File: src/rtl/arb_pkg.sv
// Shared arbiter types and helpers: FSM state encoding, one-hot to index
// conversion and a width-limited rotate-left used by the priority picker.
package arb_pkg;

  typedef enum logic [0:0] {
    ARB_IDLE  = 1'b0,
    ARB_GRANT = 1'b1
  } arb_state_t;

  localparam int ARB_MAX_N = 16;

  function automatic logic [3:0] onehot_to_idx(input logic [15:0] i_oh);
    logic [3:0] idx;
    idx = 4'd0;
    for (int i = 0; i < ARB_MAX_N; i++) begin
      idx = idx | (i_oh[4'(i)] ? 4'(i) : 4'd0);
    end
    return idx;
  endfunction

  // Rotates the low n bits of v left by amt; bits at or above n are cleared.
  function automatic logic [15:0] rotate_left(input logic [15:0] v,
                                              input logic [4:0]  amt,
                                              input logic [4:0]  n);
    logic [15:0] rot;
    rot = 16'd0;
    for (int i = 0; i < ARB_MAX_N; i++) begin
      if (i < int'(n)) begin
        rot[4'((i + int'(amt)) % int'(n))] = v[4'(i)];
      end
    end
    return rot;
  endfunction

endpackage

File: src/rtl/arb_prio_pick.sv
// Combinational winner selection: masked request vector, round-robin search
// starting after rr_ptr, or lowest-index-wins when i_prio_mode is set.
module arb_prio_pick
  import arb_pkg::*;
#(
  parameter int N     = 4,
  parameter int IDX_W = $clog2(N)
) (
  input  logic [N-1:0]     i_req,
  input  logic [N-1:0]     i_mask,
  input  logic [IDX_W-1:0] i_rr_ptr,
  input  logic             i_prio_mode,
  output logic [N-1:0]     o_winner_oh,
  output logic [IDX_W-1:0] o_winner_idx,
  output logic             o_any_req
);

  logic [15:0]      w_req16;
  logic [15:0]      w_rot;
  logic [15:0]      w_low;
  logic [3:0]       w_k;
  logic [IDX_W-1:0] w_idx;
  int               w_start;

  // Rotate so the search start sits at bit 0, isolate the lowest set bit,
  // then undo the rotation to get the absolute index.
  always_comb begin
    w_req16          = 16'd0;
    w_req16[N-1:0]   = i_req & ~i_mask;
    if (i_prio_mode) begin
      w_start = 32'sd0;
    end else begin
      w_start = (int'(i_rr_ptr) + 32'sd1) % N;
    end
    w_rot = rotate_left(w_req16, 5'((N - w_start) % N), 5'(N));
    w_low = w_rot & (~w_rot + 16'd1);
    w_k   = onehot_to_idx(w_low);
    w_idx = IDX_W'((int'(w_k) + w_start) % N);
  end

  // Outputs are forced to zero when nothing is requesting.
  always_comb begin
    o_any_req    = |w_req16;
    o_winner_oh  = '0;
    o_winner_idx = '0;
    if (o_any_req) begin
      o_winner_oh[w_idx] = 1'b1;
      o_winner_idx       = w_idx;
    end else begin
      o_winner_idx = '0;
    end
  end

endmodule

File: src/rtl/rr_arbiter_n.sv
// N-requester round-robin / fixed-priority arbiter with held grants and
// registered one-hot + index outputs. Optional hold timeout: ARB_TIMEOUT_EN.
module rr_arbiter_n
  import arb_pkg::*;
#(
  parameter int N        = 4,
  parameter int IDX_W    = $clog2(N),
  parameter int MAX_HOLD = 8
) (
  input  logic             clk,
  input  logic             rstn,
  input  logic [N-1:0]     req,
  input  logic             prio_mode,
  output logic [N-1:0]     gnt,
  output logic             gnt_valid,
  output logic [IDX_W-1:0] gnt_idx
);

  if (N < 2 || N > ARB_MAX_N || MAX_HOLD < 1) begin : g_param_check
    $error("rr_arbiter_n: N must be 2..16 and MAX_HOLD at least 1");
  end

  arb_state_t       r_state;
  arb_state_t       w_state_nxt;
  logic [N-1:0]     r_gnt;
  logic [N-1:0]     w_gnt_nxt;
  logic [IDX_W-1:0] r_gnt_idx;
  logic [IDX_W-1:0] w_idx_nxt;
  logic             r_valid;
  logic [IDX_W-1:0] r_rr_ptr;
  logic             w_new_grant;
  logic             w_owner_req;
  logic             w_tmo;
  logic [N-1:0]     w_mask;
  logic [N-1:0]     w_win_oh;
  logic [IDX_W-1:0] w_win_idx;
  logic             w_any;

  assign w_owner_req = |(req & r_gnt);

`ifdef ARB_TIMEOUT_EN
  localparam int HC_W = ($clog2(MAX_HOLD) > 4) ? $clog2(MAX_HOLD) : 4;
  logic [HC_W-1:0] r_hold_cnt;
  logic            w_hold_exp;

  assign w_hold_exp = (r_hold_cnt >= HC_W'(MAX_HOLD - 1));
  // Once the hold budget is spent the owner is hidden from the picker, so
  // w_any then means "some other requester is waiting".
  assign w_mask     = w_hold_exp ? r_gnt : '0;
  assign w_tmo      = w_hold_exp & w_any;

  // Hold counter: cleared on each new grant, saturates at MAX_HOLD-1.
  always_ff @(posedge clk or negedge rstn) begin
    if (!rstn) begin
      r_hold_cnt <= '0;
    end else if (w_new_grant) begin
      r_hold_cnt <= '0;
    end else if (r_state == ARB_GRANT && !w_hold_exp) begin
      r_hold_cnt <= r_hold_cnt + HC_W'(1);
    end else begin
      r_hold_cnt <= r_hold_cnt;
    end
  end
`else
  assign w_mask = '0;
  assign w_tmo  = 1'b0;
`endif

  arb_prio_pick #(
    .N     (N),
    .IDX_W (IDX_W)
  ) u_pick (
    .i_req        (req),
    .i_mask       (w_mask),
    .i_rr_ptr     (r_rr_ptr),
    .i_prio_mode  (prio_mode),
    .o_winner_oh  (w_win_oh),
    .o_winner_idx (w_win_idx),
    .o_any_req    (w_any)
  );

  // Next-state logic: an owner that drops while others wait hands over on the
  // same edge, so there is no idle bubble between back-to-back grants.
  always_comb begin
    w_state_nxt = r_state;
    w_gnt_nxt   = r_gnt;
    w_idx_nxt   = r_gnt_idx;
    w_new_grant = 1'b0;
    case (r_state)
      ARB_IDLE: begin
        if (w_any) begin
          w_state_nxt = ARB_GRANT;
          w_gnt_nxt   = w_win_oh;
          w_idx_nxt   = w_win_idx;
          w_new_grant = 1'b1;
        end else begin
          w_gnt_nxt = '0;
          w_idx_nxt = '0;
        end
      end
      ARB_GRANT: begin
        if (w_owner_req && !w_tmo) begin
          w_state_nxt = ARB_GRANT;
        end else if (w_any) begin
          w_state_nxt = ARB_GRANT;
          w_gnt_nxt   = w_win_oh;
          w_idx_nxt   = w_win_idx;
          w_new_grant = 1'b1;
        end else begin
          w_state_nxt = ARB_IDLE;
          w_gnt_nxt   = '0;
          w_idx_nxt   = '0;
        end
      end
      default: begin
        w_state_nxt = ARB_IDLE;
        w_gnt_nxt   = '0;
        w_idx_nxt   = '0;
      end
    endcase
  end

  // State, output and round-robin pointer registers.
  always_ff @(posedge clk or negedge rstn) begin
    if (!rstn) begin
      r_state   <= ARB_IDLE;
      r_gnt     <= '0;
      r_gnt_idx <= '0;
      r_valid   <= 1'b0;
      r_rr_ptr  <= IDX_W'(N - 1);
    end else begin
      r_state   <= w_state_nxt;
      r_gnt     <= w_gnt_nxt;
      r_gnt_idx <= w_idx_nxt;
      r_valid   <= |w_gnt_nxt;
      if (w_new_grant) begin
        r_rr_ptr <= w_win_idx;
      end else begin
        r_rr_ptr <= r_rr_ptr;
      end
    end
  end

  assign gnt       = r_gnt;
  assign gnt_valid = r_valid;
  assign gnt_idx   = r_gnt_idx;

endmodule

File: config.mk
export PLATFORM = sky130hd
export DESIGN_NAME = rr_arbiter_n
export DESIGN_NICKNAME = d
export VERILOG_FILES = /design/src/rtl/arb_pkg.sv /design/src/rtl/arb_prio_pick.sv /design/src/rtl/rr_arbiter_n.sv
export SDC_FILE = /design/constraint.sdc
export NUM_CORES = 1
export LEC_CHECK = 0
export CAP_MARGIN = 30
export CELL_PAD_IN_SITES_DETAIL_PLACEMENT = 0
export CELL_PAD_IN_SITES_GLOBAL_PLACEMENT = 1
export CORE_MARGIN = 2
export CORE_UTILIZATION = 40
export CTS_CLUSTER_DIAMETER = 60
export DETAILED_ROUTE_END_ITERATION = 8
export GPL_ROUTABILITY_DRIVEN = 0
export PLACE_DENSITY = 0.84
export SETUP_SLACK_MARGIN = 0.02
export SYNTH_ARGS = -nofsm -noshare
export SYNTH_HDL_FRONTEND = slang
export SYNTH_HIERARCHICAL = 1
export SYNTH_SLANG_ARGS = --single-unit
File: constraint.sdc
create_clock -name clk -period 2.44 [get_ports clk]
set_input_delay 0.244 -clock clk [delete_from_list [all_inputs] [get_ports clk]]
set_output_delay 0.244 -clock clk [all_outputs]
set_load 0.1 [all_outputs]
==> Word level (Yosys, flattened, before mapping) <==
Index checks and enable logic that the tools add are counted.
{ "totals": {"out_inout_bits": 7, "in_bits": 7, "reg_bits": 10, "wordCells": 31} }
{ "op_classes": {"n_reduce_logical": 4, "n_addsub": 2, "bitwise": 2, "n_mux": 15, "eq_ne": 1, "n_lt_le_gt_ge": 2} }
{ "op_table": {"columns": ["cell", "count"], "rows": [
  ["$reduce_or 4->1", 3],
  ["$mux 2", 4],
  ["$mux 4", 2],
  ["$pmux 4 s2", 1],
  ["$and 4x4->4", 1],
  ["$mux 1", 4],
  ["$pmux 1 s2", 2],
  ["$pmux 2 s2", 1],
  ["$lt 2x3->1 const B", 1],
  ["$add 1x2->2 const A", 1],
  ["$add 2x1->2 const B", 1],
  ["$demux 1 s2", 1],
  ["$ge 2x1->1 const B", 1],
  ["$ne 2x2->1 const B", 1],
  ["$logic_and 1x1->1", 1],
  ["$not 1->1", 1]
]} }

==> Logic depth before layout (Yosys ltp) <==
{ "logic_depth": {"word_depth": 11, "ltp_mapped": 7, "depth_no_buf": 7} }

==> Hierarchy <==
Netlist, hierarchy kept.
{ "by_module_without_submodules": {"columns": ["mod", "area_each_um2", "cells_each", "n_inst"], "rows": [
  ["rr_arbiter_n", 489.2, 46, 1],
  ["arb_prio_pick", 209.0, 24, 1]
]} }

==> Worst setup path before layout <==
OpenSTA, ideal clock, no wires.
{ "synth_path": {"kind": "register -> register", "from": "register r_gnt[1] (netlist: gnt[1])", "to": "register r_rr_ptr[0]", "setup_slack_ns": 0.744, "arrival_ns": 1.621, "stages_incl_launch_ff": 5, "setup_time_ns": 0.075, "path_cell_list": "dfrtp_1 -> a22o_1 -> buf_6 -> o21a_4 -> o211ai_2"} }
{ "synth_via": {"elab_chain_len": 4} }
{ "synth_rtl": {"columns": ["item", "line_no", "source"], "rows": [
  ["from (decl)", "rr_arbiter_n.sv:25", "logic [N-1:0] r_gnt;"],
  ["from (signal assigned)", "rr_arbiter_n.sv:133", "r_gnt <= w_gnt_nxt;"],
  ["$and 4x4->4", "rr_arbiter_n.sv:39", "assign w_owner_req = |(req & r_gnt);"],
  ["$reduce_or 4->1", "rr_arbiter_n.sv:39", null],
  ["$mux 1", "rr_arbiter_n.sv:102", "if (w_owner_req && !w_tmo) begin"],
  ["$pmux 1 s2", "rr_arbiter_n.sv:89", "case (r_state)"],
  ["to (signal assigned)", "rr_arbiter_n.sv:130", "r_rr_ptr <= IDX_W'(N - 1);"],
  ["to (signal assigned)", "rr_arbiter_n.sv:137", "r_rr_ptr <= w_win_idx;"],
  ["to (signal assigned)", "rr_arbiter_n.sv:139", "r_rr_ptr <= r_rr_ptr;"],
  ["to (decl)", "rr_arbiter_n.sv:30", "logic [IDX_W-1:0] r_rr_ptr;"]
]} }
No other way between the ends.
A chain may end at the register's enable or synchronous reset.

==> Worst setup path in the final report <==
{ "layout_path": {"from": "register r_rr_ptr[0]", "to": "register r_valid (netlist: gnt_valid)"} }
{ "layout_via": {"elab_chain_len": 11} }
{ "layout_rtl": {"columns": ["item", "line_no", "source"], "rows": [
  ["$add 2x1->2 (*)", "arb_prio_pick.sv:33", "w_start = (int'(i_rr_ptr) + 32'sd1) % N;"],
  ["$mux 2 (*)", "arb_prio_pick.sv:30", "if (i_prio_mode) begin"],
  ["$add 1x2->2 (*)", "arb_prio_pick.sv:38", "w_idx = IDX_W'((int'(w_k) + w_start) % N);"],
  ["$lt 2x3->1 (implied by the code) / $ge 2x1->1 (equally long branches)", "arb_prio_pick.sv:47", "o_winner_oh[w_idx] = 1'b1;"],
  ["$logic_and 1x1->1 (implied by the code)", "arb_prio_pick.sv:47", null],
  ["$mux 1 (implied by the code)", "arb_prio_pick.sv:47", null],
  ["$demux 1 s2 (*)", "arb_prio_pick.sv:47", null],
  ["net w_win_oh[0]", "rr_arbiter_n.sv:35", "logic [N-1:0] w_win_oh;"],
  ["$mux 4 (*)", "rr_arbiter_n.sv:91, rr_arbiter_n.sv:104", null],
  ["$mux 4", "rr_arbiter_n.sv:102", null],
  ["$pmux 4 s2 (*)", "rr_arbiter_n.sv:89", null],
  ["$reduce_or 4->1 (*)", "rr_arbiter_n.sv:135", "r_valid <= |w_gnt_nxt;"],
  ["to (signal assigned)", "rr_arbiter_n.sv:135", null],
  ["to (decl)", "rr_arbiter_n.sv:29", "logic r_valid;"]
]} }
Mark *: on every way through the listed nets, which the timed path passes. The rest lies on a longest branch.

==> results.yml <==
floorplan:
  die_area_um2: 2100
  rows: 15
  die_height_um: 45.8
  io_pins: 14
  coreArea_um2: 1690
  die-width_um: 45.8
  start_util_pct: 41.3
sta:
  min_period_ns: 1.71
  hold_viol: 0
  finClkSkew_ns: 0.00752
  fin_crit_sh_pct: 70.2
  slew_viol_final: 0
  setup_viol: 0
  max_freq_mhz: 584
  rsz0062_at_grt: "no"
  final.setup.tns_ns: 0
clocking:
  hold_buffers: 0
  ctsHtreeMaxLevel: 1
  path_clk_slew_ns: 0.07
  cts.sinks: 10
  cts_tree: "done"
  clockBufferDepth: 2
  root_buffer: "clkbuf_4"
  cts_buffers: 3
  worstSkewPairLatency_ns: 0.27
  cts.repair.resized: 0
  post_cts_buffers: 0
setup_path:
  crit_path_cell_trace: "xor2_1, nand2b_1, ha_1, inv_1, a41oi_1, o41ai_1, nand2_1"
  cpPeakStageDelay_ns: 0.57
  cp_top_family: "flip-flops"
  worstPathRequired_ns: 2.60
  crit_type: "reg2reg"
  critPathSlowestCell: "dfstp_2"
  cp_max_fo: 4
  cp_num_buf_inv: 1
  startpoint_type: "register"
  critPathCaptureType: "register"
  arrival_ns: 1.87
cells_and_area:
  layout-drive-gt1-share_pct: 23.3
  stdcell_count: 103
  area_growth_pct: 22.2
  diodes: 0
  nets: 98
yosys:
  synth_area_um2: 698
  avgSynthCellArea_um2: 9.97
  ys_ff_latch: 10
  synth.distinct_cells: 23
  synth-seq-area-share_pct: 36.2
  postSynthCellCount: 70
  ys_warn_count: 6
place:
  port_buffers: 13
  dp.cells: 99
  hpwl_um: 1030
run_status:
  status: "finished, final reports clean"
power:
  p_leak_nw: 0.382
  total_power_w: 0.00110
  vdd_drop_max_mv: 0.520
  powerDensity_nw_per_um2: 1290
drt:
  first_pass_iters: 4
  route.detailed.wl_per_inst_um: 13.2
  dr.first_iter.drc_count: 6
  drc: 0
  wirelength_um: 1360
  vias: 570
  ant_nets: 0
  via_per_inst: 5.53
global_route:
  grt_max_degree: 11
  grt-ovfl-total: 0
  grt_pass1_vias: 499
  antenna_found_initial: 0
  grt_pass1_wl_um: 2210
  track_usage_pct: 14.9
hold_path:
  hp-class: "in2async"
job:
  max_cap_viol_count: 0
## synth_stat cells
cell type | instances | area share, %
a22o_1 | 2 | 2.5
a41oi_1 | 6 | 7.5
and2b_1 | 1 | 1.1
buf_1 | 1 | 0.54
buf_4 | 1 | 1.1
buf_6 | 1 | 1.6
clkbuf_1 | 1 | 0.54
conb_1 | 1 | 0.54
dfrtp_1 | 8 | 29
dfstp_2 | 2 | 7.5
ha_1 | 4 | 7.2
inv_1 | 5 | 2.7
nand2_1 | 7 | 3.8
nand2b_1 | 4 | 3.6
nand2b_4 | 4 | 7.9
nand4_1 | 1 | 0.90
nor2_1 | 1 | 0.54
o211ai_1 | 8 | 8.6
o211ai_2 | 2 | 3.6
o21a_4 | 1 | 2.1
o21ai_1 | 7 | 5.0
o41ai_1 | 1 | 1.3
xor2_1 | 1 | 1.3
## flip-flops by register name, indices dropped and copies added, names as in the netlist
name / flops
gnt_idx: 2
r_rr_ptr: 2
r_state: 1
gnt: 4
gnt_valid: 1
## placed cells by master, fill, tap and decap left out
master,n
clkdlybuf4s50_1,6
dfstp_2,2
and2b_1,1
nand2_1,7
ha_1,4
a41oi_1,6
dfrtp_1,8
clkbuf_4,3
o211ai_2,2
inv_1,5
nor2_1,1
a22o_1,2
nand4_1,1
nand2b_1,4
clkbuf_8,1
o21ai_1,7
xor2_1,1
o41ai_1,1
o21a_4,1
nand2b_4,4
conb_1,4
o211ai_1,8
buf_4,7
## final cells by class
type | instances | area, um2
Clock buffer | 4 | 36.3
Fill cell | 175 | 836
Inverter | 5 | 18.8
Multi-Input combinational cell | 54 | 412
Sequential cell | 10 | 253
Tap cell | 17 | 21.3
Timing Repair Buffer | 13 | 113
## worst paths after layout
kind	start	slack, ns	cells past startpoint	endpoint
worst max-delay path	r_rr_ptr[0]	0.73	7	gnt_valid
worst min-delay path	rstn	0.29	1	gnt_idx[0]
worst max register to register	r_rr_ptr[0]	0.73	7	gnt_valid
worst min register to register	gnt_idx[1]	0.53	2	gnt_idx[1]
max in group asynchronous	rstn	1.81	1	r_rr_ptr[0]
min in group clk	gnt_idx[1]	0.53	2	gnt_idx[1]
## report_power, final
| group | leakage [nW] | switching (W) | total, W | internal, W |
|---|---|---|---|---|
| logic | 0.238 | 0.000484 | 0.000661 | 0.000177 |
| registers | 0.122 | 0.0000528 | 0.000292 | 0.000240 |
| clock network | 0.0210 | 0.0000603 | 0.000151 | 0.0000906 |
| total | 0.382 | 0.000597 | 0.00110 | 0.000507 |
## per-layer routing
layer	GRT usage (%)	vias up	part of all wire (%)	wire length (um)
met2	24.2	10	48	651
met1	19.2	273	49	663
met3	1.19	0	3.0	40
met5	0	-	0	0
met4	8.57	0	0	0
li1	-	287	-	-
## worst reg2reg max path, stage by stage, from the launching register on
cell	delay, ns
dfstp_2	0.57
xor2_1	0.19
nand2b_1	0.11
ha_1	0.19
inv_1	0.05
a41oi_1	0.05
o41ai_1	0.36
nand2_1	0.08
## kinds of logic (layout without fill, tap and decap cells)
kind of cell | Yosys count | count (layout) | share of synthesized area (%)
AO/OA/AOI/OAI | 27 | 27 | 30.6
adder cells (fa/ha/maj) | 4 | 4 | 7.17
flip-flops | 10 | 10 | 36.2
buffers and inverters | 9 | 22 | 6.45
other | 1 | 4 | 0.537
XOR/XNOR | 1 | 1 | 1.25
AND/OR/NAND/NOR | 18 | 18 | 17.7
## per-stage QoR
| step | area, um2 | setup WS (ns) | hold slack [ns] | utilization (%) |
|---|---|---|---|---|
| 4_1_cts | 853 | 0.718 | 0.300 | 50.5 |
| 3_3_place_gp | 817 | 0.509 | 0.519 | 48.4 |
| 2_1_floorplan | 709 | 0.744 | -0.0516 | - |
| 6_report | 853 | 0.727 | 0.288 | 50.5 |
| 5_1_grt | 853 | 0.561 | 0.303 | 50.5 |
| 3_5_place_dp | 817 | 0.525 | 0.523 | 48.4 |
Power figures use the tool's default switching activity.
